**src/rtl/array_2d_flatten_stream_if.sv**
```systemverilog
// Handshake bundle for the matrix flattener: matrix-in side plus beat-out side.
// The slave modport is the flattener; the master modport is the surrounding fabric.
interface array_2d_flatten_stream_if #(
  parameter int BIT_WIDTH      = 4,
  parameter int ROWS           = 8,
  parameter int COLS           = 8,
  parameter int ELEMS_PER_BEAT = 8
);
  logic [BIT_WIDTH-1:0]                in_data [ROWS][COLS];
  logic                                in_order;
  logic                                in_valid;
  logic                                in_ready;
  logic [ELEMS_PER_BEAT*BIT_WIDTH-1:0] out_data;
  logic [ELEMS_PER_BEAT-1:0]           out_keep;
  logic                                out_last;
  logic                                out_valid;
  logic                                out_ready;
  logic                                busy;

  modport slave (
    input  in_data, in_order, in_valid, out_ready,
    output in_ready, out_data, out_keep, out_last, out_valid, busy
  );

  modport master (
    output in_data, in_order, in_valid, out_ready,
    input  in_ready, out_data, out_keep, out_last, out_valid, busy
  );
endinterface

```
**src/rtl/array_2d_flatten_stream.sv**
```systemverilog
// Captures a ROWS x COLS matrix and streams it flattened, ELEMS_PER_BEAT lanes per beat,
// in column-major (k = j*ROWS+i) or row-major (k = i*COLS+j) order chosen per matrix.
//
// state | meaning
// IDLE  | no matrix held, out_valid low, ready for a new matrix
// SEND  | matrix held, beat_q selects the beat being offered
module array_2d_flatten_stream #(
  parameter int BIT_WIDTH      = 4,
  parameter int ROWS           = 8,
  parameter int COLS           = 8,
  parameter int ELEMS_PER_BEAT = 8
) (
  input  logic                        clk,
  input  logic                        rst_n,
  array_2d_flatten_stream_if.slave    bus
);

  localparam int N     = ROWS * COLS;
  localparam int BEATS = (N + ELEMS_PER_BEAT - 1) / ELEMS_PER_BEAT;
  localparam int CW    = (BEATS > 1) ? $clog2(BEATS) : 1;
  localparam int BW    = ELEMS_PER_BEAT * BIT_WIDTH;
  localparam logic [CW-1:0] LAST_BEAT = CW'(BEATS - 1);

  typedef enum logic {IDLE, SEND} state_t;

  state_t               state_q, state_d;
  logic [CW-1:0]        beat_q, beat_d;
  logic [BIT_WIDTH-1:0] buf_q [ROWS][COLS];
  logic                 order_q;

  logic                 accept;
  logic                 in_ready;
  logic                 out_valid;
  logic                 out_last;
  logic [BW-1:0]        out_data;
  logic [ELEMS_PER_BEAT-1:0] out_keep;

  logic [BIT_WIDTH-1:0] flat_col [N];
  logic [BIT_WIDTH-1:0] flat_row [N];
  logic [BW-1:0]        beat_col [BEATS];
  logic [BW-1:0]        beat_row [BEATS];
  logic [BW-1:0]        sel_data;
  logic [ELEMS_PER_BEAT-1:0] sel_keep;

  assign accept = bus.in_valid && in_ready;

  // State register
  always_ff @(posedge clk or negedge rst_n) begin
    if (!rst_n) begin
      state_q <= IDLE;
      beat_q  <= '0;
    end else begin
      state_q <= state_d;
      beat_q  <= beat_d;
    end
  end

  // Next-state logic
  always_comb begin
    state_d = state_q;
    beat_d  = beat_q;
    case (state_q)
      IDLE: begin
        if (accept) begin
          state_d = SEND;
          beat_d  = '0;
        end
      end
      SEND: begin
        if (bus.out_ready) begin
          if (out_last) begin
            beat_d  = '0;
            state_d = accept ? SEND : IDLE;
          end else begin
            beat_d = beat_q + CW'(1);
          end
        end
      end
      default: begin
        state_d = IDLE;
        beat_d  = '0;
      end
    endcase
  end

  // Outputs depend only on registered state, so no in_data path reaches them
  always_comb begin
    out_valid = (state_q == SEND);
    out_last  = out_valid && (beat_q == LAST_BEAT);
    out_data  = out_valid ? sel_data : '0;
    out_keep  = out_valid ? sel_keep : '0;
    in_ready  = !out_valid || (bus.out_ready && out_last);
  end

  always_ff @(posedge clk or negedge rst_n) begin
    if (!rst_n) begin
      order_q <= 1'b0;
      for (int r = 0; r < ROWS; r++)
        for (int c = 0; c < COLS; c++)
          buf_q[r][c] <= '0;
    end else if (accept) begin
      order_q <= bus.in_order;
      for (int r = 0; r < ROWS; r++)
        for (int c = 0; c < COLS; c++)
          buf_q[r][c] <= bus.in_data[r][c];
    end
  end

  // Both orderings are pure wiring of the buffer; padding lanes are tied to zero
  for (genvar k = 0; k < N; k++) begin : g_flat
    assign flat_col[k] = buf_q[k % ROWS][k / ROWS];
    assign flat_row[k] = buf_q[k / COLS][k % COLS];
  end

  for (genvar b = 0; b < BEATS; b++) begin : g_beat
    for (genvar l = 0; l < ELEMS_PER_BEAT; l++) begin : g_lane
      if (b * ELEMS_PER_BEAT + l < N) begin : g_real
        assign beat_col[b][l*BIT_WIDTH +: BIT_WIDTH] = flat_col[b*ELEMS_PER_BEAT + l];
        assign beat_row[b][l*BIT_WIDTH +: BIT_WIDTH] = flat_row[b*ELEMS_PER_BEAT + l];
      end else begin : g_pad
        assign beat_col[b][l*BIT_WIDTH +: BIT_WIDTH] = '0;
        assign beat_row[b][l*BIT_WIDTH +: BIT_WIDTH] = '0;
      end
    end
  end

  always_comb begin
    sel_data = '0;
    for (int b = 0; b < BEATS; b++) begin
      if (beat_q == CW'(b))
        sel_data = order_q ? beat_row[b] : beat_col[b];
    end
    sel_keep = '0;
    for (int l = 0; l < ELEMS_PER_BEAT; l++)
      sel_keep[l] = ((int'(beat_q) * ELEMS_PER_BEAT + l) < N);
  end

  assign bus.in_ready  = in_ready;
  assign bus.out_valid = out_valid;
  assign bus.out_last  = out_last;
  assign bus.out_data  = out_data;
  assign bus.out_keep  = out_keep;
  assign bus.busy      = out_valid;

endmodule

```
**src/flat_wrapper.sv**
```systemverilog
// flat-port wrapper written by rule: the top's interface ports become plain ports
module array_2d_flatten_stream_flat 
#(
  parameter int BIT_WIDTH      = 4,
  parameter int ROWS           = 8,
  parameter int COLS           = 8,
  parameter int ELEMS_PER_BEAT = 8
)
  (clk, rst_n, bus_in_data, bus_in_order, bus_in_valid, bus_out_ready, bus_in_ready, bus_out_data, bus_out_keep, bus_out_last, bus_out_valid, bus_busy);
  array_2d_flatten_stream_if #(.BIT_WIDTH(BIT_WIDTH), .ROWS(ROWS), .COLS(COLS), .ELEMS_PER_BEAT(ELEMS_PER_BEAT)) bus_i ();
  input  logic clk;
  input  logic rst_n;
  input wire logic [$bits(bus_i.in_data)-1:0] bus_in_data;
  input wire logic [$bits(bus_i.in_order)-1:0] bus_in_order;
  input wire logic [$bits(bus_i.in_valid)-1:0] bus_in_valid;
  input wire logic [$bits(bus_i.out_ready)-1:0] bus_out_ready;
  output wire logic [$bits(bus_i.in_ready)-1:0] bus_in_ready;
  output wire logic [$bits(bus_i.out_data)-1:0] bus_out_data;
  output wire logic [$bits(bus_i.out_keep)-1:0] bus_out_keep;
  output wire logic [$bits(bus_i.out_last)-1:0] bus_out_last;
  output wire logic [$bits(bus_i.out_valid)-1:0] bus_out_valid;
  output wire logic [$bits(bus_i.busy)-1:0] bus_busy;
  assign bus_i.in_data = {>>{bus_in_data}};
  assign bus_i.in_order = bus_in_order;
  assign bus_i.in_valid = bus_in_valid;
  assign bus_i.out_ready = bus_out_ready;
  assign bus_in_ready = bus_i.in_ready;
  assign bus_out_data = bus_i.out_data;
  assign bus_out_keep = bus_i.out_keep;
  assign bus_out_last = bus_i.out_last;
  assign bus_out_valid = bus_i.out_valid;
  assign bus_busy = bus_i.busy;
  array_2d_flatten_stream #(.BIT_WIDTH(BIT_WIDTH), .ROWS(ROWS), .COLS(COLS), .ELEMS_PER_BEAT(ELEMS_PER_BEAT)) u_core (.clk(clk), .rst_n(rst_n), .bus(bus_i));
endmodule
```
**config.mk**
```make
export PLATFORM = sky130hd
export DESIGN_NAME = array_2d_flatten_stream_flat
export DESIGN_NICKNAME = d
export VERILOG_FILES = /design/src/rtl/array_2d_flatten_stream_if.sv /design/src/rtl/array_2d_flatten_stream.sv /design/src/flat_wrapper.sv
export SDC_FILE = /design/constraint.sdc
export NUM_CORES = 1
export LEC_CHECK = 0
export ABC_CLOCK_PERIOD_IN_PS = 2600
export BUFFER_PORTS_ARGS = -buffer_cell sky130_fd_sc_hd__buf_2
export CORE_MARGIN = 1.5
export CORE_UTILIZATION = 52
export CTS_BUF_LIST = sky130_fd_sc_hd__clkbuf_2
export DETAILED_ROUTE_END_ITERATION = 16
export GPL_TIMING_DRIVEN = 0
export PLACE_DENSITY_LB_ADDON = 0.12
export SLEW_MARGIN = 0
export SYNTH_ARGS = -nofsm -noshare
export SYNTH_HDL_FRONTEND = slang
export SYNTH_SLANG_ARGS = --single-unit
```
**constraint.sdc**
```tcl
create_clock -name clk -period 2.6 [get_ports clk]
set_clock_uncertainty 0.1 [all_clocks]
set_input_delay 0.39 -clock clk [delete_from_list [all_inputs] [get_ports clk]]
set_output_delay 0.39 -clock clk [all_outputs]
set_load 0.01 [all_outputs]
```
Yosys cells after proc, flatten, opt, wreduce, memory -nomap -nowiden
Index checks and enable logic that the tools add are counted.

operators by class
  add/sub/neg operators = 8
  order comparisons = 8
  equality and inequality tests = 9
  muxes and demuxes = 26
  bitwise gates (word level) = 1
  reductions and logical operators = 7

operator list
  kind                   number
  $mux W32               16
  $lt A32 B8 Y1 const B  7
  $add A6 B3 Y7 const B  4
  $mux W28               1
  $add A6 B2 Y7 const B  2
  $eq A3 B3 Y1 const B   4
  $mux W3                3
  $mux W8                1
  $add A6 B1 Y7 const B  1
  $lt A6 B7 Y1 const B   1
  $eq A3 B2 Y1 const B   2
  $pmux W3 S2            1
  $add A3 B1 Y3 const B  1
  $eq A3 B1 Y1 const B   1
  $logic_and A1 B1 Y1    3
  $logic_not A3 Y1       1
  $mux W1                3
  $ne A2 B1 Y1 const B   1
  $ne A2 B2 Y1 const B   1
  $pmux W1 S2            1
  $reduce_and A2 Y1      1
  $logic_not A1 Y1       1
  $logic_or A1 B1 Y1     1
  $not A1 Y1             1

word-level totals
  register bits = 261
  bits of input ports = 261
  output and inout bits = 44

Depth between registers and ports, before layout
  depth after elaboration = 10
  mapped depth = 10
  gate-level depth less buffers = 7

Least setup slack after synthesis
Ideal clock, no wire load.

  path type = reg-to-output
  start = register u_core.beat_q[2]
  end = output bus_out_data[17]
  data arrival time = 2316 ps
  required time = 2110 ps
  path slack = -206 ps
  stages on the path, launching flop included = 11
  path buffers = 3
  cells stage by stage = dfrtp_1 > buf_4 > clkinv_1 > clkbuf_1 > ha_1 > nor3b_1 > buf_2 > a221oi_1 > o21ai_0 > a21oi_1 > o31a_1

on the way
  word-level cells in the longest chain between the ends = 10
  elaborated cells between the ends (all ways) = 17
  those cells by class = eq/ne (7); mux (9); reduce/logical (1)

RTL lines
  item                    RTL line                        text
  from (decl)             array_2d_flatten_stream.sv:27   logic [CW-1:0] beat_q, beat_d;
  from (signal assigned)  array_2d_flatten_stream.sv:54   beat_q <= beat_d;
  $logic_not A3 Y1        array_2d_flatten_stream.sv:130  if (beat_q == CW'(b))
  $mux W32 (7 in a row)   array_2d_flatten_stream.sv:130
  $mux W32 *              array_2d_flatten_stream.sv:130
  $mux W32 *              array_2d_flatten_stream.sv:90   out_data = out_valid ? sel_data : '0;
  to (decl)               flat_wrapper.sv:18              output wire logic [$bits(bus_i.out_data)-1:0] bus_out_data;

Mark *: on every way between the ends. The rest lies on a longest branch, timed or not.

Worst setup path after layout
  start = register u_core.beat_q[0]
  end = output bus_out_data[30]

Same word-level chain as after synthesis.

==> impl_metrics.ini <==
[final_layout]
area.growth.synth_to_final_pct = 46.9
final_common_cell = buf_2
final_nets = 2177
final_cell_mix = 313 x buf_2, 285 x mux2_2, 262 x dlygate4sd3_1
layout-drive-gt1-share = 0.495
fill_cells = 1849
fin_cells = 2337
final_cell_area_um2 = 21500

[detailed_routing]
wl_per_cell_um = 26.3
via_count = 14000
drtIter0Drc = 1318
detail_route.first_pass.iterations = 6
drc = 0
antenna_left = 0
vias_per_cell = 5.99
drt-total-wl_mm = 61.6

[logic_synthesis]
syn_nets = 1514
async_flop_share = 1.00
synth-seq-cells = 261
synth.distinct_cells = 45
syn-instance-count = 1247
ys_warn_count = 0
synth_top_area_frac = 0.446
synth.area.top_cells = dfrtp_1 45%, mux2_2 22%, mux2i_1 13%, a21oi_1 2.6%, nand2_1 1.7%
syn_area_um2 = 14600
synth_edf_count = 0
yosys.area.top_type = dfrtp_1
synth_ff_type = dfrtp_1
synth_area_per_cell_um2 = 11.7
ys_seq_area_frac = 0.446

[sta]
min_period_ns = 3.59
tightest_slew_ns = 0.667
slew-limit-headroom = 0.556
setup_viol = 34
fmax_ghz = 0.279
fin_ws_ns = -0.989
holdWs_ns = 0.139
period_share = 1.38
drv_slew = 0
rsz0062_at_grt = true
hold_viol = 0

[cts]
clk_path_buf_depth = 3
cts_tree = built
clk_latency_ns = 0.90
cts_root_buf = clkbuf_2
clock_sinks = 261
clk_pin_slew_ns = 0.12
numCtsBuffers = 71
htree_levels = 3

[status]
failed_checks = setup timing
status = complete, but fails checks

[floorplan]
rows = 61
initial_core_util = 0.527
io_pins = 305
fp.dieW_um = 171
die_y_um = 171
core_um2 = 27800
dieArea_um2 = 29200

[power]
power.leakage_uw = 0.00978
fin_total_pwr_uw = 26400
p_per_area_nw_per_um2 = 1230
vdd_drop_max_uv = 623

[critical_path]
end_kind = primary output
crit_path_cell_trace = ha_2, ha_4, nor2_2, o211ai_1, o221ai_2, a32o_1, buf_2
arrival_ns = 3.10
crit_slowest_cell = dfrtp_2
critPathKind = reg2out
r2r_setup_slack_ns = 0.06
crit_family = compound AO/OA/AOI/OAI gates
critical_path_required_ns = 2.11
crit_buf_inv = 1
cp-start-kind = flop
critPathMaxFanout = 8
critPathMaxStageDelay_ns = 0.49

[global_routing]
grt_start_max_net_pins = 121
grt_pass1_wl_mm = 89.1
grt_usage = 0.423
antenna_found_initial = 3
grt_pass1_vias = 14700
grt_overflow = 0

[flow_run]
max_cap_viol_count = 0

[place]
hpwl_mm = 39.9
place_congestion = 0.979
portBuffers = 304
placed_cells = 1931
placed_cell_area_um2 = 16700

[min_path]
holdCritPathClass = in2reg
[metal layers]
metal / routed length (um) / global-route usage / up-vias
li1: - / - / 5972
met1: 24300 / 0.538 / 6999
met2: 28700 / 0.681 / 856
met3: 5780 / 0.0969 / 181
met4: 2830 / 0.204 / 0
met5: 0 / 0 / -
[worst register-to-register path, delay by kind of cell, from the launching register on]
family / cells / cell delay [ns]
adders and majority gates: 2 / 0.46
and+or+nand+nor: 3 / 0.39
DFF: 1 / 0.49
buffers and inverters: 2 / 0.57
muxes: 1 / 0.37
[state kept, by name, summed over array words and instances, names as in the netlist]
name / count
u_core.beat_col: 256
u_core.beat_q: 3
u_core.bus.busy: 1
u_core.order_q: 1
[area by class of cell]
class,count,area (um2),area share
antenna,3,7.51,0.000349
buffer,109,1060,0.0495
clock buffer,102,510,0.0237
clock inverter,17,110,0.00512
inverter,6,38.8,0.00180
multi-input combinational,870,8300,0.386
sequential,261,6540,0.304
tap,378,473,0.0220
timing repair buffer,591,4470,0.208
[power breakdown]
part           switching (uW)  leakage (uW)  internal, uW  total, uW
Combinational            8030       0.00612          7390      15400
Sequential               1940       0.00318          6040       7970
Clock                    1860      0.000477          1150       3020
[cell families (layout without fill, tap and decap cells)]
group           Yosys count  count (layout)  synth area share
mux                     473             473             0.348
simple gates            137             138            0.0411
buf+inv                 117             825            0.0478
fa+ha+maj                 6               6           0.00513
compound gates          253             253             0.112
flops                   261             261             0.446
other cells               0               3                 0
[final timing paths]
path,start,end,cells past startpoint
min,bus_in_data[57],u_core.beat_col[217],3
min in group asynchronous,rst_n,u_core.beat_col[250],4
min reg2reg,u_core.beat_col[113],u_core.beat_col[113],1
max reg2reg,u_core.beat_q[0],u_core.beat_col[43],8
max,u_core.beat_q[0],bus_out_data[30],7
max in group asynchronous,rst_n,u_core.beat_col[244],4
[cell usage after synthesis, types with 5 or more instances]
cell      number
a211oi_1      14
a21oi_1       77
a221oi_1       5
a32o_1         9
buf_1          6
buf_2         48
buf_4         21
buf_6         11
clkbuf_1      22
dfrtp_1      261
ha_1           6
mux2_2       285
mux2i_1      188
nand2_1       68
nand2b_1       5
nor2_1        32
nor2b_1       12
nor3_1         8
o211ai_1      20
o21ai_0       39
o21bai_1       8
o221ai_1       8
o22ai_1       32
o31ai_1        5
[stage by stage]
stage / utilization / TNS, ns / setup WS [ns]
2_1_floorplan: - / 0 / 0.0203
3_3_place_gp: 0.599 / -1018.82 / -3.79
3_5_place_dp: 0.602 / -39.92 / -1.08
4_1_cts: 0.764 / -28.25 / -0.952
5_1_grt: 0.774 / -31.29 / -1.03
6_report: 0.774 / -29.77 / -0.989
[timing repair]
action,4_1_cts,5_1_grt
hold buffers,263,0
endpoints found under the setup margin,233,222
endpoints found under the hold margin,522,0
setup buffers,18,2
pin swaps,49,19
resized for setup,273,55
gates cloned,3,0
Power figures use the tool's default switching activity.
